[config.mk]
export PLATFORM = sky130hd
export DESIGN_NAME = demux1to5_reg_flat
export DESIGN_NICKNAME = d
export VERILOG_FILES = /design/src/rtl/demux1to5_reg_if.sv /design/src/rtl/demux1to5_reg.sv /design/src/flat_wrapper.sv
export SDC_FILE = /design/constraint.sdc
export NUM_CORES = 1
export LEC_CHECK = 0
export ABC_AREA = 1
export CAP_MARGIN = 25
export CORE_MARGIN = 3
export CORE_UTILIZATION = 47
export DETAILED_ROUTE_END_ITERATION = 8
export PLACE_DENSITY = 0.84
export SYNTH_ARGS = -nofsm -noshare
export SYNTH_HDL_FRONTEND = slang
export SYNTH_SLANG_ARGS = --single-unit
[constraint.sdc]
create_clock -name clk -period 6.9 [get_ports clk]
set_clock_uncertainty 0.1 [all_clocks]
set_input_delay 2.07 -clock clk [delete_from_list [all_inputs] [get_ports clk]]
set_output_delay 2.07 -clock clk [all_outputs]
set_load 0.01 [all_outputs]
[src/rtl/demux1to5_reg_if.sv]
// Bus bundle for the registered 1-to-5 write-side demultiplexer.
// The master drives the write/ack side and the slave (the demux) returns the holding registers and flags.
interface demux1to5_reg_if #(
  parameter int WIDTH = 32,
  parameter int CNT_W = 8
);
  logic [2:0]       selector;
  logic             wr_en;
  logic [WIDTH-1:0] Data_in;
  logic [4:0]       rd_ack;
  logic [WIDTH-1:0] Data_0;
  logic [WIDTH-1:0] Data_1;
  logic [WIDTH-1:0] Data_2;
  logic [WIDTH-1:0] Data_3;
  logic [WIDTH-1:0] Data_4;
  logic [4:0]       valid;
  logic             overrun;
  logic             sel_err;
  logic             err_sticky;
  logic [CNT_W-1:0] wr_count;

  modport master (
    output selector, wr_en, Data_in, rd_ack,
    input  Data_0, Data_1, Data_2, Data_3, Data_4,
    input  valid, overrun, sel_err, err_sticky, wr_count
  );

  modport slave (
    input  selector, wr_en, Data_in, rd_ack,
    output Data_0, Data_1, Data_2, Data_3, Data_4,
    output valid, overrun, sel_err, err_sticky, wr_count
  );
endinterface

[src/rtl/demux1to5_reg.sv]
// Registered 1-to-5 demultiplexer: steers the result bus into one of five holding registers
// with per-slot valid flags, overrun/illegal-selector pulses, a sticky error and a write counter.
module demux1to5_reg #(
  parameter int WIDTH = 32,
  parameter int CNT_W = 8
) (
  input  logic              clk,
  input  logic              reset,
  demux1to5_reg_if.slave    bus
);

  logic [WIDTH-1:0] r_data [5];
  logic [4:0]       r_valid;
  logic             r_overrun;
  logic             r_selErr;
  logic             r_errSticky;
  logic [CNT_W-1:0] r_wrCount;

  logic             w_accept;
  logic             w_selErr;
  logic             w_overrun;
  logic [4:0]       w_selHot;

  always_comb begin
    w_accept = bus.wr_en && (bus.selector <= 3'd4);
    w_selErr = bus.wr_en && (bus.selector > 3'd4);
    w_selHot = 5'b00000;
    for (int i = 0; i < 5; i++) begin
      w_selHot[i] = w_accept && (bus.selector == 3'(i));
    end
    // An ack on the written slot in the same cycle means the old data was consumed.
    w_overrun = |(w_selHot & r_valid & ~bus.rd_ack);
  end

  always_ff @(posedge clk) begin
    if (reset) begin
      for (int i = 0; i < 5; i++) begin
        r_data[i] <= '0;
      end
      r_valid     <= 5'b00000;
      r_overrun   <= 1'b0;
      r_selErr    <= 1'b0;
      r_errSticky <= 1'b0;
      r_wrCount   <= '0;
    end else begin
      for (int i = 0; i < 5; i++) begin
        if (w_selHot[i]) begin
          r_data[i] <= bus.Data_in;
        end
      end
      // Write sets after ack clears, so a same-slot write and ack leaves the slot valid.
      r_valid     <= (r_valid & ~bus.rd_ack) | w_selHot;
      r_overrun   <= w_overrun;
      r_selErr    <= w_selErr;
      r_errSticky <= r_errSticky | w_overrun | w_selErr;
      if (w_accept) begin
        r_wrCount <= r_wrCount + 1'b1;
      end
    end
  end

  assign bus.Data_0     = r_data[0];
  assign bus.Data_1     = r_data[1];
  assign bus.Data_2     = r_data[2];
  assign bus.Data_3     = r_data[3];
  assign bus.Data_4     = r_data[4];
  assign bus.valid      = r_valid;
  assign bus.overrun    = r_overrun;
  assign bus.sel_err    = r_selErr;
  assign bus.err_sticky = r_errSticky;
  assign bus.wr_count   = r_wrCount;

endmodule

[src/flat_wrapper.sv]
// flat-port wrapper written by rule: the top's interface ports become plain ports
module demux1to5_reg_flat 
#(
  parameter int WIDTH = 32,
  parameter int CNT_W = 8
)
  (clk, reset, bus_selector, bus_wr_en, bus_Data_in, bus_rd_ack, bus_Data_0, bus_Data_1, bus_Data_2, bus_Data_3, bus_Data_4, bus_valid, bus_overrun, bus_sel_err, bus_err_sticky, bus_wr_count);
  demux1to5_reg_if #(.WIDTH(WIDTH), .CNT_W(CNT_W)) bus_i ();
  input  logic clk;
  input  logic reset;
  input wire logic [$bits(bus_i.selector)-1:0] bus_selector;
  input wire logic [$bits(bus_i.wr_en)-1:0] bus_wr_en;
  input wire logic [$bits(bus_i.Data_in)-1:0] bus_Data_in;
  input wire logic [$bits(bus_i.rd_ack)-1:0] bus_rd_ack;
  output wire logic [$bits(bus_i.Data_0)-1:0] bus_Data_0;
  output wire logic [$bits(bus_i.Data_1)-1:0] bus_Data_1;
  output wire logic [$bits(bus_i.Data_2)-1:0] bus_Data_2;
  output wire logic [$bits(bus_i.Data_3)-1:0] bus_Data_3;
  output wire logic [$bits(bus_i.Data_4)-1:0] bus_Data_4;
  output wire logic [$bits(bus_i.valid)-1:0] bus_valid;
  output wire logic [$bits(bus_i.overrun)-1:0] bus_overrun;
  output wire logic [$bits(bus_i.sel_err)-1:0] bus_sel_err;
  output wire logic [$bits(bus_i.err_sticky)-1:0] bus_err_sticky;
  output wire logic [$bits(bus_i.wr_count)-1:0] bus_wr_count;
  assign bus_i.selector = bus_selector;
  assign bus_i.wr_en = bus_wr_en;
  assign bus_i.Data_in = bus_Data_in;
  assign bus_i.rd_ack = bus_rd_ack;
  assign bus_Data_0 = bus_i.Data_0;
  assign bus_Data_1 = bus_i.Data_1;
  assign bus_Data_2 = bus_i.Data_2;
  assign bus_Data_3 = bus_i.Data_3;
  assign bus_Data_4 = bus_i.Data_4;
  assign bus_valid = bus_i.valid;
  assign bus_overrun = bus_i.overrun;
  assign bus_sel_err = bus_i.sel_err;
  assign bus_err_sticky = bus_i.err_sticky;
  assign bus_wr_count = bus_i.wr_count;
  demux1to5_reg #(.WIDTH(WIDTH), .CNT_W(CNT_W)) u_core (.clk(clk), .reset(reset), .bus(bus_i));
endmodule
==> results_dict.tcl <==
set metrics [dict create \
    post-cts-setup-buffer-count 0 \
    critical_path_class "in -> reg" \
    cp_slowest_cell "nor2_4" \
    ctsResizeCount 0 \
    ys_seq_elements 176 \
    setup_tns_ns 0 \
    initial_core_util_pct 48.68 \
    final_cells 769 \
    cts_buffers 17 \
    period_minus_slack_ns 4.381 \
    relSlewSlack_pct 33.61 \
    worstPathMaxFanout 32 \
    cts_sinks 176 \
    drive_gt1_share_pct 6.667 \
    crit_required_ns 6.89 \
    rr_startpoint "u_core.bus.wr_count[0]" \
    multi_input_area_um2 556.8 \
    leakage_nw 3.284 \
    first_global_vias 3757 \
    wire_per_inst_um 17.80 \
    fmaxAchievable_ghz 0.2283 \
    synth_nets 400 \
    clockBufferDepth 2 \
    final-hold-violation-count 0 \
    finalNetCount 631 \
    pin_count 219 \
    die_height_um 118.2 \
    reg2reg_to "u_core.bus.wr_count[4]" \
    vias 3655 \
    p_comb_share_pct 11.8 \
    drv_cap 0 \
    yosysTopAreaCell "edfxtp_1" \
    power.switching_mw 0.5307 \
    synth.avg_cell_area_um2 16.63 \
    dpl.hpwl_um 9395 \
    critPathMaxStageDelay_ns 0.77 \
    finalSetupViolCount 0 \
    pwr-share-clk_pct 35.5 \
    r2r_cells 5 \
    grt_max_degree 33 \
    ff_latch_area_um2 5125 \
    ys_warn_count 0 \
    worst_pin_slew_ns 0.9935 \
    cts_hold_buf 0 \
    placed_cells 736 \
    htree_levels 4 \
    grt.busiest_layer "met2" \
    root_buffer "clkbuf_16" \
    drt-total-wl_um 13690 \
    hold_depth 2 \
    rsz0062_at_grt "false" \
    synth_cells 356 \
    sequentialPowerShare_pct 52.7 \
    firstDrtPassIters 4 \
    antenna_found_initial 1 \
    vias_per_cell 4.753 \
    post-route-drc-count 0 \
    syn_area_um2 5921 \
    worstPathArrival_ns 4.37 \
    dieArea_um2 13980 \
    grtUsageMet1_pct 22.37 \
    synth_cell_types 21 \
    rows 40 \
    die-width_um 118.2 \
    yosysSeqAreaShare_pct 86.56 \
    internal-power_mw 1.903 \
    fin_crit_sh_pct 63.49 \
    ys_top_cells_by_area "edfxtp_1 (81%), dfxtp_1 (5.4%), inv_1 (3.2%)" \
    core_region_area_um2 12160 \
    crit_path_end_kind "flip-flop" \
    overflow 0 \
    grt_pass1_wl_um 21020 \
    min_to "u_core.bus.wr_count[7]" \
    r2r_setup_slack_ns 5.60 \
    track_usage_pct 19.93 \
    cp_cell_sequence "clkdlybuf4s50_1 > inv_2 > nand3_1 > o211ai_2 > nor2_4 > nor2_1" \
    peakVddDrop_mv 0.1651 \
    maxSlewViolCount 0 \
    cts_tree "built" \
    drtIter0Drc 172 \
    fillers 760 \
    powerDensity_nw_per_um2 276.2 \
    clk_latency_ns 0.41 \
    status "finished clean" \
    io_buffers 218 \
    grtUsageMet3_pct 8.756 \
    start_kind "primary input" \
    place_congestion 0.8022 \
    hold_class "reg -> reg" \
    hp-start "u_core.bus.wr_count[7]" \
    syn_to_final_growth_pct 48.86 \
    clkSlewWorstSetupHoldPaths_ns 0.06 \
    drtAntennaViolNets 0 \
    p_sw_share_pct 21.81 \
    met2_usage_pct 33.51 \
    yosysTopAreaCellShare_pct 81.15 \
]
-- Yosys cell counts (all sizes together) --
master / number
nand3: 13
dfxtp: 16
nand3b: 1
inv: 51
buf: 5
clkbuf: 1
nand4: 1
edfxtp: 160
nor3: 2
ha: 1
o211ai: 1
xnor2: 1
nand2: 38
a21oi: 7
nor2: 53
o21ai: 5
-- per-stage QoR --
stage | utilization [%] | hold WS (ns) | cell area (um^2) | power (mW) | worst slack [ns]
2_1_floorplan | - | 0.3991 | 5921 | 1.387 | 3.098
3_3_place_gp | 67.96 | 0.3815 | 8265 | 1.590 | 2.227
3_5_place_dp | 67.96 | 0.3914 | 8265 | 1.598 | 2.061
4_1_cts | 72.45 | 0.4024 | 8811 | 2.452 | 2.508
5_1_grt | 72.45 | 0.4297 | 8811 | 2.518 | 2.356
6_report | 72.47 | 0.4031 | 8813 | 2.434 | 2.519
-- power groups by stage --
| stage | clock [mW] | combinational, mW | sequential [mW] |
|---|---|---|---|
| finish | 0.863 | 0.288 | 1.28 |
| global route | 0.922 | 0.305 | 1.29 |
| CTS | 0.875 | 0.293 | 1.28 |
| detailed placement | 0 | 0.291 | 1.31 |
| global placement | 0 | 0.285 | 1.30 |
| floorplan | 0 | 0.0436 | 1.34 |
-- worst max path at each step --
stage / start / endpoint / cells after the start
2_1_floorplan: reset / u_core.r_data[0][64] / 5
3_3_place_gp: reset / u_core.r_data[0][131] / 6
3_5_place_dp: reset / u_core.r_data[0][29] / 6
4_1_cts: reset / u_core.r_data[0][125] / 6
5_1_grt: reset / u_core.r_data[0][125] / 6
6_report: reset / u_core.r_data[0][125] / 6
-- cells in the final DEF (no fill, tap or decap), types with 2 or more instances in the layout --
cell / synthesis / routed
clkbuf_16: 0 / 17
nor2_2: 3 / 3
nor3_1: 2 / 2
clkinv_1: 0 / 4
a21oi_1: 7 / 7
nand3_1: 12 / 12
clkinv_4: 0 / 5
o21ai_0: 4 / 4
nand2_1: 38 / 33
inv_1: 50 / 50
nor2_1: 49 / 49
edfxtp_1: 160 / 160
clkinv_2: 0 / 3
nand2_2: 0 / 5
dfxtp_1: 16 / 16
clkdlybuf4s50_1: 0 / 218
-- routing by layer --
metal / vias to the layer above / share of wire (%)
met2: 193 / 50
met1: 1745 / 38
met5: - / 0
met3: 19 / 10
met4: 0 / 1.7
li1: 1698 / -
-- final cells by class --
type	instances	share of cell area (%)
antenna	1	0.02839
clock buffer	17	4.827
clock inverter	15	1.363
inverter	51	2.172
multi-input combinational	123	6.317
sequential	176	58.15
tap	168	2.385
timing repair buffer	218	24.76
-- cell families (layout without fill, tap and decap cells) --
group	Yosys count	in the layout	share of synthesized area, %
buffers and inverters	57	301	4.247
and+or+nand+nor	108	108	7.608
xor gates and xnor gates	1	1	0.1480
AOI/OAI and AO/OA	13	13	1.226
adders and majority gates	1	1	0.2113
other	0	1	0
DFF	176	176	86.56
-- state kept, by name, indices dropped and copies added (netlist names) --
signal	count
u_core.bus.err_sticky	1
u_core.bus.overrun	1
u_core.bus.sel_err	1
u_core.bus.valid	5
u_core.bus.wr_count	8
u_core.r_data	160
-- worst max-delay path, delay by kind of cell --
family / cells / cell delay (ns)
buffers and inverters: 2 / 0.92
AOI/OAI and AO/OA: 1 / 0.13
and+or+nand+nor: 3 / 1.22
(Power assumes the default switching activity.)
